<file path="src/rtl/pc_seq_pkg.sv">
// Shared types and constants for the PC/nPC fetch sequencer.
// Optional feature macro: PC_SEQ_TRAP_EN (trap entry and FLUSH state).
package pc_seq_pkg;

   // FLUSH is only reachable when PC_SEQ_TRAP_EN is defined.
   typedef enum logic [1:0] {
      BOOT  = 2'd0,
      RUN   = 2'd1,
      SLOT  = 2'd2,
      FLUSH = 2'd3
   } state_t;

   // Which ID-stage source supplied the redirect target.
   typedef enum logic [1:0] {
      NONE = 2'd0,
      JMPL = 2'd1,
      CALL = 2'd2,
      BR   = 2'd3
   } redirect_src_t;

   localparam logic [31:0] INSTR_BYTES = 32'd4;

   // Clear the byte-offset bits so a target is always word aligned.
   function automatic logic [31:0] word_align(input logic [31:0] addr);
      return {addr[31:2], 2'b00};
   endfunction

endpackage

</file>
<file path="src/rtl/pc_target_sel.sv">
// Redirect target selection: Jmpl > Call > taken branch, with word
// alignment of the winner and a flag for a non-aligned request.
// Optional feature macro: PC_SEQ_TRAP_EN (not used in this file).
module pc_target_sel
   import pc_seq_pkg::*;
(
   input  logic        jmpl,
   input  logic        call,
   input  logic        branch_taken,
   input  logic [31:0] alu_out,
   input  logic [31:0] ta,
   output logic        redirect,
   output logic [31:0] target,
   output logic        misalign
);

   redirect_src_t src;
   logic [31:0]   raw_target;

   // Fixed-priority pick of the redirect source and its raw target.
   always_comb begin
      // NOTE: every always_comb output gets a default first so no path leaves it unassigned (no latch).
      src        = NONE;
      raw_target = ta;
      if (jmpl) begin
         src        = JMPL;
         raw_target = alu_out;
      end else if (call) begin
         src = CALL;
      end else if (branch_taken) begin
         src = BR;
      end
   end

   assign redirect = (src != NONE);
   assign target   = word_align(raw_target);
   assign misalign = redirect && (raw_target[1:0] != 2'b00);

endmodule

</file>
<file path="src/rtl/pc_npc_sequencer.sv">
// Architectural PC/nPC owner and fetch sequencer with SPARC delayed
// control transfer, annul squashing and hazard stalls.
// Optional feature macro: PC_SEQ_TRAP_EN adds trap_req/trap_vec and FLUSH.
module pc_npc_sequencer
   import pc_seq_pkg::*;
#(
   parameter logic [31:0] RESET_PC = 32'h0000_0000
)
(
   input  logic        clk,
   input  logic        clr,
   input  logic        stall,
   input  logic        ID_jmpl_instr,
   input  logic        ID_call_instr,
   input  logic        branch_taken,
   input  logic        ID_branch_instr,
   input  logic        ID_annul,
   input  logic        ID_branch_always,
   input  logic [31:0] ALU_OUT,
   input  logic [31:0] TA,
`ifdef PC_SEQ_TRAP_EN
   input  logic        trap_req,
   input  logic [31:0] trap_vec,
`endif
   output logic [31:0] pc,
   output logic [31:0] npc,
   output logic        fetch_valid,
   output logic        if_flush,
   output logic        misalign
);

   state_t      state, state_next;
   logic [31:0] pc_next, npc_next;
   logic        fetch_valid_next, misalign_next;
   logic        redirect, target_misalign, annul_squash;
   logic [31:0] target;

   pc_target_sel u_target_sel (
      .jmpl         (ID_jmpl_instr),
      .call         (ID_call_instr),
      .branch_taken (branch_taken),
      .alu_out      (ALU_OUT),
      .ta           (TA),
      .redirect     (redirect),
      .target       (target),
      .misalign     (target_misalign)
   );

   // Annulling Bicc squashes its delay slot when not taken, or always for BA,a.
   assign annul_squash = ID_branch_instr & ID_annul & (~branch_taken | ID_branch_always);

   // Next-state, next PC/nPC and the zero-latency IF flush.
   always_comb begin
      state_next       = state;
      pc_next          = pc;
      npc_next         = npc;
      fetch_valid_next = fetch_valid;
      misalign_next    = 1'b0;
      if_flush         = 1'b0;
      if (!stall) begin
         case (state)
            BOOT: begin
               state_next       = RUN;
               fetch_valid_next = 1'b1;
            end
            FLUSH: begin
               if_flush         = annul_squash;
               state_next       = RUN;
               fetch_valid_next = 1'b1;
            end
            default: begin
               if_flush         = annul_squash;
               fetch_valid_next = 1'b1;
               pc_next          = npc;
               if (redirect) begin
                  npc_next      = target;
                  state_next    = SLOT;
                  misalign_next = target_misalign;
               end else begin
                  npc_next   = npc + INSTR_BYTES;
                  state_next = RUN;
               end
            end
         endcase
      end
`ifdef PC_SEQ_TRAP_EN
      if (trap_req) begin
         pc_next          = trap_vec;
         npc_next         = trap_vec + INSTR_BYTES;
         state_next       = FLUSH;
         fetch_valid_next = 1'b0;
         misalign_next    = 1'b0;
         if_flush         = 1'b1;
      end
`endif
   end

   // State and architectural registers; clr overrides every other input.
   always_ff @(posedge clk) begin
      // NOTE: control state is reset explicitly here; plain data paths elsewhere need not be.
      if (clr) begin
         state       <= BOOT;
         pc          <= RESET_PC;
         npc         <= RESET_PC + INSTR_BYTES;
         fetch_valid <= 1'b0;
         misalign    <= 1'b0;
      end else begin
         // NOTE: non-blocking assignments so all registers update from pre-edge values.
         state       <= state_next;
         pc          <= pc_next;
         npc         <= npc_next;
         fetch_valid <= fetch_valid_next;
         misalign    <= misalign_next;
      end
   end

endmodule
</file>
<file path="config.mk">
export PLATFORM = sky130hd
export DESIGN_NAME = pc_npc_sequencer
export DESIGN_NICKNAME = d
export VERILOG_FILES = /design/src/rtl/pc_seq_pkg.sv /design/src/rtl/pc_target_sel.sv /design/src/rtl/pc_npc_sequencer.sv
export SDC_FILE = /design/constraint.sdc
export NUM_CORES = 1
export LEC_CHECK = 0
export ABC_AREA = 1
export ABC_CLOCK_PERIOD_IN_PS = 3500
export CAP_MARGIN = 20
export CORE_ASPECT_RATIO = 0.7
export CORE_MARGIN = 2
export CORE_UTILIZATION = 30
export DETAILED_ROUTE_END_ITERATION = 10
export PLACE_DENSITY = 0.64
export SLEW_MARGIN = 40
export SYNTH_ARGS = -nofsm -noshare
export SYNTH_HDL_FRONTEND = slang
export SYNTH_SLANG_ARGS = --single-unit
</file>
<file path="constraint.sdc">
create_clock -name clk -period 3.5 [get_ports clk]
set_input_delay 0.35 -clock clk [delete_from_list [all_inputs] [get_ports clk]]
set_output_delay 0.35 -clock clk [all_outputs]
set_load 0.02 [all_outputs]
</file>
==> run summary <==
Reg-to-Reg Start - state[0]$_SDFFE_PP0N_
Setup bufs post-CTS - 0
Unrepaired setup endpoints after global routing - false
Setup crit end kind - primary output
Crit start category - flip-flop
DIE HEIGHT - 97.1 um
Critical Path RT - 3.15 ns
CTS tree - done
Ys flop type - dfxtp_1
Slew Limit Fails - 0
Synth Register Bits - 64
Syn Inst Count - 568
PwrDens - 440 nW/um^2
Syn_area_per_cell - 6.54 um^2
Final Hold Vio Count - 0
Vias - 4,167
Die width - 137 um
F_max - 447 MHz
Hold-fix buffers, CTS - 0
WS Path Type - flip-flop to primary output
Grt total ovfl - 0
Hold path startpoint - fetch_valid$_SDFFE_PP0N_
DRT iter0 DRCs - 260
Cell Rows - 33
Vias in the first global route - 3,864
Global router's overall resource usage - 20.2%
CTS max path bufs - 2
EDFF count, synth - 0
CTS-repair resized insts - 0
Clock sink total - 64
Clk slew on worst S/H paths - 0.05 ns
Antenna cells - 0
Synth cell count leaders - nand2_1, a21oi_1, nor2_1
Seq/Total Area, Yosys - 34.5%
Via density - 4.89
Fin Clk Skew - 0.00583 ns
Core ar. - 11,900 um^2
Setup_tns - 0 ns
Clk Latency, worst-skew pair - 0.33 ns
RD Place Congestion - 0.910
Initial antenna violation count - 0
Synth unique cells - 38
Cell total after placement - 838
Routed WL per cell - 15.4 um
Ys async rst share - 0%
Max-slew headroom - 54.2%
Area of the die - 13,300 um^2
# H-tree levels - 3
ANT nets after route - 0
Hold WC Path Type - flip-flop to flip-flop
Area contributors post-synth - dfxtp_1, nand2_1, a21oi_1
Nets@finish - 768
FF-to-FF path depth - 8
Count leader, synth - nand2_1
Routed WL - 13.1 mm
Hpwl dp - 10.0 mm
Area growth syn-to-layout - 47.6%
Min cycle time layout - 2.24 ns
CTS Buf Count - 9
Worst-Margin Slew - 0.686 ns
Synth top area share - 34.5%
DRT Pass-1 Iters - 4
Leakage power - 2.18 nW
Worst R2R End - npc[11]$_SDFFE_PP0P_
Fin cells - 853
Max VDD drop - 0.000230 V
Area leader, netlist - dfxtp_1
Netlist Area Pre-Place - 3720 um^2
Effective utilization at floorplan - 31.2%
Tcrit/Tclk final - 63.9%
Crit path DAT - 1.89 ns
YS warnings - 0
Final setup fails - 0
Number of buffers added on ports - 135
Hold Path Depth - 2
Status - completed
Pin count of the biggest net entering global routing - 37
Number of top-level pins - 140
Max-cap violations - 0
Layout cell share with drive strength beyond 1 - 6.47%
Root buf cell - clkbuf_16
WHS Endpoint - fetch_valid$_SDFFE_PP0N_
Crit Path Max Fanout - 2
First-pass GRT wire length - 20.8 mm
Pwr Total - 2.41 mW
Setup slack, reg-to-reg - 1.56 ns
DRC - 0
## cell type report
| cell class | count | area [um^2] |
|---|---|---|
| clock buffer | 9 | 225 |
| clock inverter | 6 | 85.1 |
| fill | 1202 | 6410 |
| inverter | 39 | 146 |
| multi-input combinational | 435 | 2140 |
| sequential | 64 | 1280 |
| tap | 157 | 196 |
| timing repair buffer | 143 | 1410 |
## worst max path at each step
stage,from,cells past startpoint,end
after floorplan,npc[3]$_SDFFE_PP0P_,8,npc[16]$_SDFFE_PP0P_
after global placement,clr,5,npc[9]$_SDFFE_PP0P_
after detailed placement,clr,5,npc[3]$_SDFFE_PP0P_
after CTS,state[0]$_SDFFE_PP0N_,5,if_flush
after global routing,state[0]$_SDFFE_PP0N_,5,if_flush
final,state[0]$_SDFFE_PP0N_,5,if_flush
## cell usage in the layout (no fill, tap or decap), drive strengths merged, types with 2 or more instances in the layout
master,count
nor3,3
conb,4
clkdlybuf4s50,135
inv,39
o21a,11
xor2,6
bufinv,2
or2,2
a211oi,5
nand4,2
a31oi,3
clkinv,2
mux2i,2
nand3b,3
buf,8
nand3,20
ha,3
clkbuf,9
clkinvlp,2
o21ai,64
dfxtp,64
a21oi,65
nor2,76
nand2,158
## routing by layer
metal / up-vias / track usage [%] / share of wire, %
li1: 2099 / - / -
met1: 1895 / 31.8 / 51
met2: 160 / 27.5 / 40
met3: 13 / 4.23 / 7.6
met4: 0 / 5.08 / 1.0
met5: - / 0 / 0
## kinds of logic (layout without fill, tap and decap cells)
group / Yosys count / after routing / share of synthesized area [%]
adder cells (fa/ha/maj): 3 / 3 / 1.01
AO/OA/AOI/OAI: 153 / 153 / 22.3
multiplexers: 2 / 2 / 0.539
XOR/XNOR: 7 / 7 / 1.85
buffers and inverters: 72 / 197 / 8.25
AND/OR/NAND/NOR: 266 / 266 / 31.5
flip-flops: 64 / 64 / 34.5
other: 1 / 4 / 0.101
## state kept, by name, summed over array words and instances, names as in the netlist
name,cells
npc,30
state,2
misalign,1
pc,30
fetch_valid,1
## power by group
part,switching [mW],total [mW],internal [mW],leakage [nW]
Combinational,0.305,0.572,0.267,1.50
Sequential,0.0885,0.889,0.801,0.525
Clock,0.334,0.950,0.616,0.147
## per-stage QoR
| stage | util (%) | setup slack [ns] | instance area, um^2 | hold WS, ns |
|---|---|---|---|---|
| floorplan | - | 1.94 | 3730 | 0.453 |
| global placement | 43.5 | 1.09 | 5170 | 0.467 |
| finish | 46.1 | 1.26 | 5490 | 0.477 |
| global route | 46.1 | 1.16 | 5490 | 0.507 |
| CTS | 46.1 | 1.25 | 5490 | 0.485 |
| detailed placement | 43.5 | 1.07 | 5170 | 0.468 |
## worst max-delay path, cell delays in order (launching register included)
cell             delay (ns)
dfxtp_1                0.35
inv_1                  0.07
ha_1                   0.20
nor2_1                 0.13
o2111a_1               0.19
clkdlybuf4s50_1        0.62
Power figures use the tool's default switching activity.
